### src/rtl/melody_pkg.sv
// Shared types and constants for the melody sequencer: FSM states and the
// reserved divider codes that mark a rest and the end of a melody.
package melody_pkg;

    typedef enum logic [1:0] {
        IDLE = 2'd0,
        LOAD = 2'd1,
        PLAY = 2'd2
    } state_e;

    localparam int unsigned REST_CODE = 0;

    // All-ones divider of the given width terminates a melody table.
    function automatic logic [63:0] END_CODE(input int unsigned bw);
        return (64'd1 << bw) - 64'd1;
    endfunction

endpackage

### src/rtl/melody_player_tone_gen.sv
// Square-wave generator: toggles its output every div_i enabled cycles,
// held silent when div_i is the rest code or when cleared.
module tone_gen
    import melody_pkg::*;
#(
    parameter int BW = 16
) (
    input  logic          clk_i,
    input  logic          rst_i,
    input  logic          clear_i,
    input  logic          enable_i,
    input  logic [BW-1:0] div_i,
    output logic          square_o
);

    logic [BW-1:0] toneCnt_q, toneCnt_d;
    logic          square_q, square_d;

    // A rest keeps the counter parked so the next note starts from a clean phase.
    always_comb begin
        toneCnt_d = toneCnt_q;
        square_d  = square_q;
        if (clear_i || div_i == BW'(REST_CODE)) begin
            toneCnt_d = '0;
            square_d  = 1'b0;
        end else if (enable_i) begin
            if (toneCnt_q == div_i - BW'(1)) begin
                toneCnt_d = '0;
                square_d  = ~square_q;
            end else begin
                toneCnt_d = toneCnt_q + BW'(1);
            end
        end
    end

    always_ff @(posedge clk_i or posedge rst_i) begin
        if (rst_i) begin
            toneCnt_q <= '0;
            square_q  <= 1'b0;
        end else begin
            toneCnt_q <= toneCnt_d;
            square_q  <= square_d;
        end
    end

    assign square_o = square_q;

endmodule

### src/rtl/melody_player.sv
// Melody sequencer: walks an external divider ROM slot by slot, drives a
// tone generator and mutes the tail of each slot for articulation.
module melody_player
    import melody_pkg::*;
#(
    parameter int          BW     = 16,
    parameter int          ADDR_W = 6,
    parameter int          STEP_W = 24,
    parameter int unsigned GAP    = 0
) (
    input  logic              clk_i,
    input  logic              rst_i,
    input  logic              start_i,
    input  logic              stop_i,
    input  logic              loop_i,
    input  logic [STEP_W-1:0] step_len_i,
    output logic [ADDR_W-1:0] note_index_o,
    input  logic [BW-1:0]     divider_value_i,
    output logic              audio_o,
    output logic              busy_o,
    output logic              done_o
);

    localparam logic [BW-1:0]     EndCode   = BW'(END_CODE(BW));
    localparam logic [ADDR_W-1:0] LastIndex = {ADDR_W{1'b1}};
    localparam logic [STEP_W-1:0] GapLen    = STEP_W'(GAP);

    state_e            state_q;
    logic [ADDR_W-1:0] index_q;
    logic [BW-1:0]     div_q;
    logic [STEP_W-1:0] stepLen_q;
    logic [STEP_W-1:0] stepCnt_q;
    logic [STEP_W-1:0] gapStart_q;
    logic              mute_q;
    logic              done_q;
    logic              square;

    logic [STEP_W-1:0] stepLen_d;
    logic [STEP_W-1:0] gapStart_d;
    logic [STEP_W-1:0] stepCntInc_d;

    // Slot length and gap threshold as they would be latched in LOAD.
    always_comb begin
        stepLen_d    = (step_len_i == '0) ? STEP_W'(1) : step_len_i;
        gapStart_d   = (stepLen_d > GapLen) ? stepLen_d - GapLen : '0;
        stepCntInc_d = stepCnt_q + STEP_W'(1);
    end

    // mute_q tracks "not in PLAY or inside the gap" for the cycle being entered,
    // so audio_o is only an AND of two registers.
    always_ff @(posedge clk_i or posedge rst_i) begin
        if (rst_i) begin
            state_q    <= IDLE;
            index_q    <= '0;
            div_q      <= '0;
            stepLen_q  <= '0;
            stepCnt_q  <= '0;
            gapStart_q <= '0;
            mute_q     <= 1'b1;
            done_q     <= 1'b0;
        end else begin
            done_q <= 1'b0;
            mute_q <= 1'b1;
            if (stop_i) begin
                state_q <= IDLE;
            end else if (start_i) begin
                state_q   <= LOAD;
                index_q   <= '0;
                stepCnt_q <= '0;
            end else begin
                case (state_q)
                    LOAD: begin
                        if (divider_value_i == EndCode) begin
                            if (loop_i && index_q != '0) begin
                                index_q <= '0;
                            end else begin
                                done_q  <= 1'b1;
                                state_q <= IDLE;
                            end
                        end else begin
                            div_q      <= divider_value_i;
                            stepLen_q  <= stepLen_d;
                            gapStart_q <= gapStart_d;
                            stepCnt_q  <= '0;
                            mute_q     <= (gapStart_d == '0);
                            state_q    <= PLAY;
                        end
                    end
                    PLAY: begin
                        if (stepCnt_q == stepLen_q - STEP_W'(1)) begin
                            stepCnt_q <= '0;
                            if (index_q != LastIndex) begin
                                index_q <= index_q + ADDR_W'(1);
                                state_q <= LOAD;
                            end else if (loop_i) begin
                                index_q <= '0;
                                state_q <= LOAD;
                            end else begin
                                done_q  <= 1'b1;
                                state_q <= IDLE;
                            end
                        end else begin
                            stepCnt_q <= stepCntInc_d;
                            mute_q    <= (stepCntInc_d >= gapStart_q);
                        end
                    end
                    default: ;
                endcase
            end
        end
    end

    tone_gen #(
        .BW(BW)
    ) u_tone_gen (
        .clk_i   (clk_i),
        .rst_i   (rst_i),
        .clear_i (state_q != PLAY),
        .enable_i(state_q == PLAY),
        .div_i   (div_q),
        .square_o(square)
    );

    assign note_index_o = index_q;
    assign busy_o       = (state_q != IDLE);
    assign done_o       = done_q;
    assign audio_o      = square & ~mute_q;

endmodule

### config.mk
export PLATFORM = sky130hd
export DESIGN_NAME = melody_player
export DESIGN_NICKNAME = d
export VERILOG_FILES = /design/src/rtl/melody_pkg.sv /design/src/rtl/melody_player_tone_gen.sv /design/src/rtl/melody_player.sv
export SDC_FILE = /design/constraint.sdc
export NUM_CORES = 1
export LEC_CHECK = 0
export ABC_AREA = 1
export BUFFER_PORTS_ARGS = -buffer_cell sky130_fd_sc_hd__buf_2
export CORE_MARGIN = 2
export CORE_UTILIZATION = 65
export DETAILED_ROUTE_END_ITERATION = 16
export GPL_ROUTABILITY_DRIVEN = 0
export GPL_TIMING_DRIVEN = 0
export PLACE_DENSITY_LB_ADDON = 0.25
export SETUP_SLACK_MARGIN = 0.4
export SYNTH_ARGS = -nofsm -noshare
export SYNTH_HDL_FRONTEND = slang
export SYNTH_SLANG_ARGS = --single-unit
### constraint.sdc
create_clock -name clk_i -period 8.2 [get_ports clk_i]
set_clock_uncertainty 0.05 [all_clocks]
set_input_delay 1.23 -clock clk_i [delete_from_list [all_inputs] [get_ports clk_i]]
set_output_delay 1.23 -clock clk_i [all_outputs]
set_load 0.1 [all_outputs]
==> metrics.txt <==
Synth top cells by count nand2_1, inv_1, dfrtp_1; post-DP HPWL 14.3 mm; worst slew pin tran 761 ps; PD cells 272 mW/mm²; worst skew pair latency around 420 ps; total track usage 31.9%; Post-Syn Area 0.00793 mm²; Synth Area in Adders 5.37%; Post-synth ARST share 100%; Lkg Pwr 0.00472 µW; average wire per standard cell 15.3 µm; H-tree levels 4; vias in the first global route 6959; Via density 5.54; largest net degree at the start of global routing 64; min Tclk post-route 4190 ps; max-slew violation count 0; Initial Util 66.3%; syn avg cell area 7.72 µm²; status completed; Hold Buf Count CTS 0; global route total overflow 0; Net Count, Synth between 1000 and 1500; TritonCTS clock tree done; ant diodes 0; endpoints failing setup 0; Slew HR around 49%; Hold Fails Final Rpt 0; Hold Crit Class reg2reg; PortBufs 53; setup repair bufs after CTS 0; reg-to-reg slack, setup 4010 ps; CP arrival 4490 ps; io pins 54; post-cts sizing count 0; Initial DRC Count about 640; WHS 454 ps; Vias 6963; top-area cell type share of the netlist area 36.0%; Synth Area in XOR/XNOR 9.57%; Worst EP required 8490 ps; max_cap viols 0; setup tns final 0 ps; # rows 40; clk sinks 115; period utilization 51.2%; main combinational cell family by area after synthesis simple AND/OR/NAND/NOR gates; RSZ-0062 raised after global routing false; Yosys warnings 0; startpoint types flip-flop; Core ar. around 0.012 mm²; antenna violations before repair 0; share of layout cells above drive strength 1 17.2%; post-synthesis mux area share 0%; Seq/Total Area, Yosys between 30% and 40%; WS Path Type reg2reg; Post-Route WL about 19 mm; antenna-violating nets left 0; post-synthesis compound-gate area fraction roughly 6.7%; cells after synthesis 1026; P&R area growth vs syn 13.4%; critical-path maximum fanout 5; DR pass1 iterations 5; Die Wd 114 µm; Synth Flop Type dfrtp_1; Synth Area in Simple Gates 34.3%; clock transition at the registers of the reported paths 50 ps; first-pass GRT wire length 32.6 mm; nature of the critical path endpoint flip-flop; flops & latches, synth 115; Worst VDD drop 0.000195 V; Netlist cell types 48; Synth area leaders dfrtp_1, nand2_1, inv_1; number of synthesized flops with an enable pin 0; clock root buffer clkbuf_16; Net count, final 1178; maximum clock rate roughly 240 MHz; DIE HEIGHT 114 µm; die area between 0.01 and 0.015 mm²; CTS buffer count 17; DRC 0; top-count cell post-synth nand2_1; top cell type by total area after synthesis dfrtp_1; worst-case clock buffer depth 2
## registers in the layout (all words and copies together) (netlist names)
signal                count
mute_q                    1
note_index_o              6
gapStart_q               24
stepCnt_q                24
u_tone_gen.square_o       1
done_o                    1
stepLen_q                24
u_tone_gen.toneCnt_q     16
state_q                   2
div_q                    16
## per-stage QoR
stage	utilization, %	power (µW)	cells	instance area [µm²]	setup slack (ps)
6_report	75.1	2440	1256	8980	4010
5_1_grt	75.1	2610	1256	8980	3810
4_1_cts	75.1	2440	1256	8980	4080
3_5_place_dp	70.3	1690	1227	8410	4300
3_3_place_gp	70.0	1670	1226	8370	2550
2_1_floorplan	-	1490	1026	7930	3880
## final cells by class
class                      instances  area (µm²)
sequential                       115        2880
buffer                            24         138
timing repair buffer              54         293
inverter                         127         482
clock buffer                      24         502
clock inverter                     5        75.1
multi-input combinational        760        4430
tap                              147         184
fill                             912        2980
## cells by family (layout without fill, tap and decap cells)
family	count (synthesis)	after routing
compound gates	94	94
xor+xnor	84	84
fa+ha+maj	34	34
buf+inv	151	234
flops	115	115
simple gates	548	548
## worst paths after layout
| path | cells after the start | start | to |
|---|---|---|---|
| max in group asynchronous | 3 | rst_i | mute_q$_DFF_PP1_ |
| min in group asynchronous | 2 | rst_i | stepCnt_q[2]$_DFFE_PP0P_ |
| min | 1 | u_tone_gen.toneCnt_q[0]$_DFFE_PP0P_ | u_tone_gen.toneCnt_q[0]$_DFFE_PP0P_ |
| min reg2reg | 1 | u_tone_gen.toneCnt_q[0]$_DFFE_PP0P_ | u_tone_gen.toneCnt_q[0]$_DFFE_PP0P_ |
| max reg2reg | 19 | stepCnt_q[0]$_DFFE_PP0P_ | mute_q$_DFF_PP1_ |
| max | 19 | stepCnt_q[0]$_DFFE_PP0P_ | mute_q$_DFF_PP1_ |
## placed cells by master (no fill, tap or decap), types with 7 or more instances in the layout
| master | instances |
|---|---|
| nand2_1 | 247 |
| inv_1 | 123 |
| dfrtp_1 | 114 |
| nor2_1 | 83 |
| nand3_1 | 57 |
| o21ai_0 | 55 |
| buf_2 | 55 |
| xor2_1 | 52 |
| ha_1 | 34 |
| nand2_2 | 31 |
| nand4_1 | 30 |
| xnor2_1 | 29 |
| nand2_4 | 23 |
| clkbuf_1 | 19 |
| a21oi_1 | 19 |
| nor3_1 | 17 |
| clkbuf_16 | 17 |
| nor2_2 | 14 |
| nor4_1 | 13 |
| nand3b_1 | 9 |
| o21ai_2 | 8 |
| nor2_4 | 7 |
## critical path, cell delays in order (launching register included)
cell and delay (ps):
dfrtp_1 440, inv_1 110, nor2_1 220, nand3_1 170, inv_1 130, nand4_1 270
nor2_1 250, nand2_1 150, nor3_2 180, xnor2_1 140, clkinv_1 150, ha_1 340
a21oi_1 190, o21ai_0 160, a21oi_1 230, nand2_1 110, a211oi_1 500, nand2_1 150
nand2_1 100, nand2_1 60
## report_power, final
group | switching [µW] | total, µW | internal, µW
clock network | 248 | 728 | 480
logic | 548 | 861 | 313
registers | 142 | 855 | 714
## metal layers
metal	wire length [µm]	track usage (%)
met3	944	6.72
met2	9350	53.8
met1	8290	40.3
met4	606	12.4
met5	0	0
Note: power is estimated with default switching activity, not from simulation.
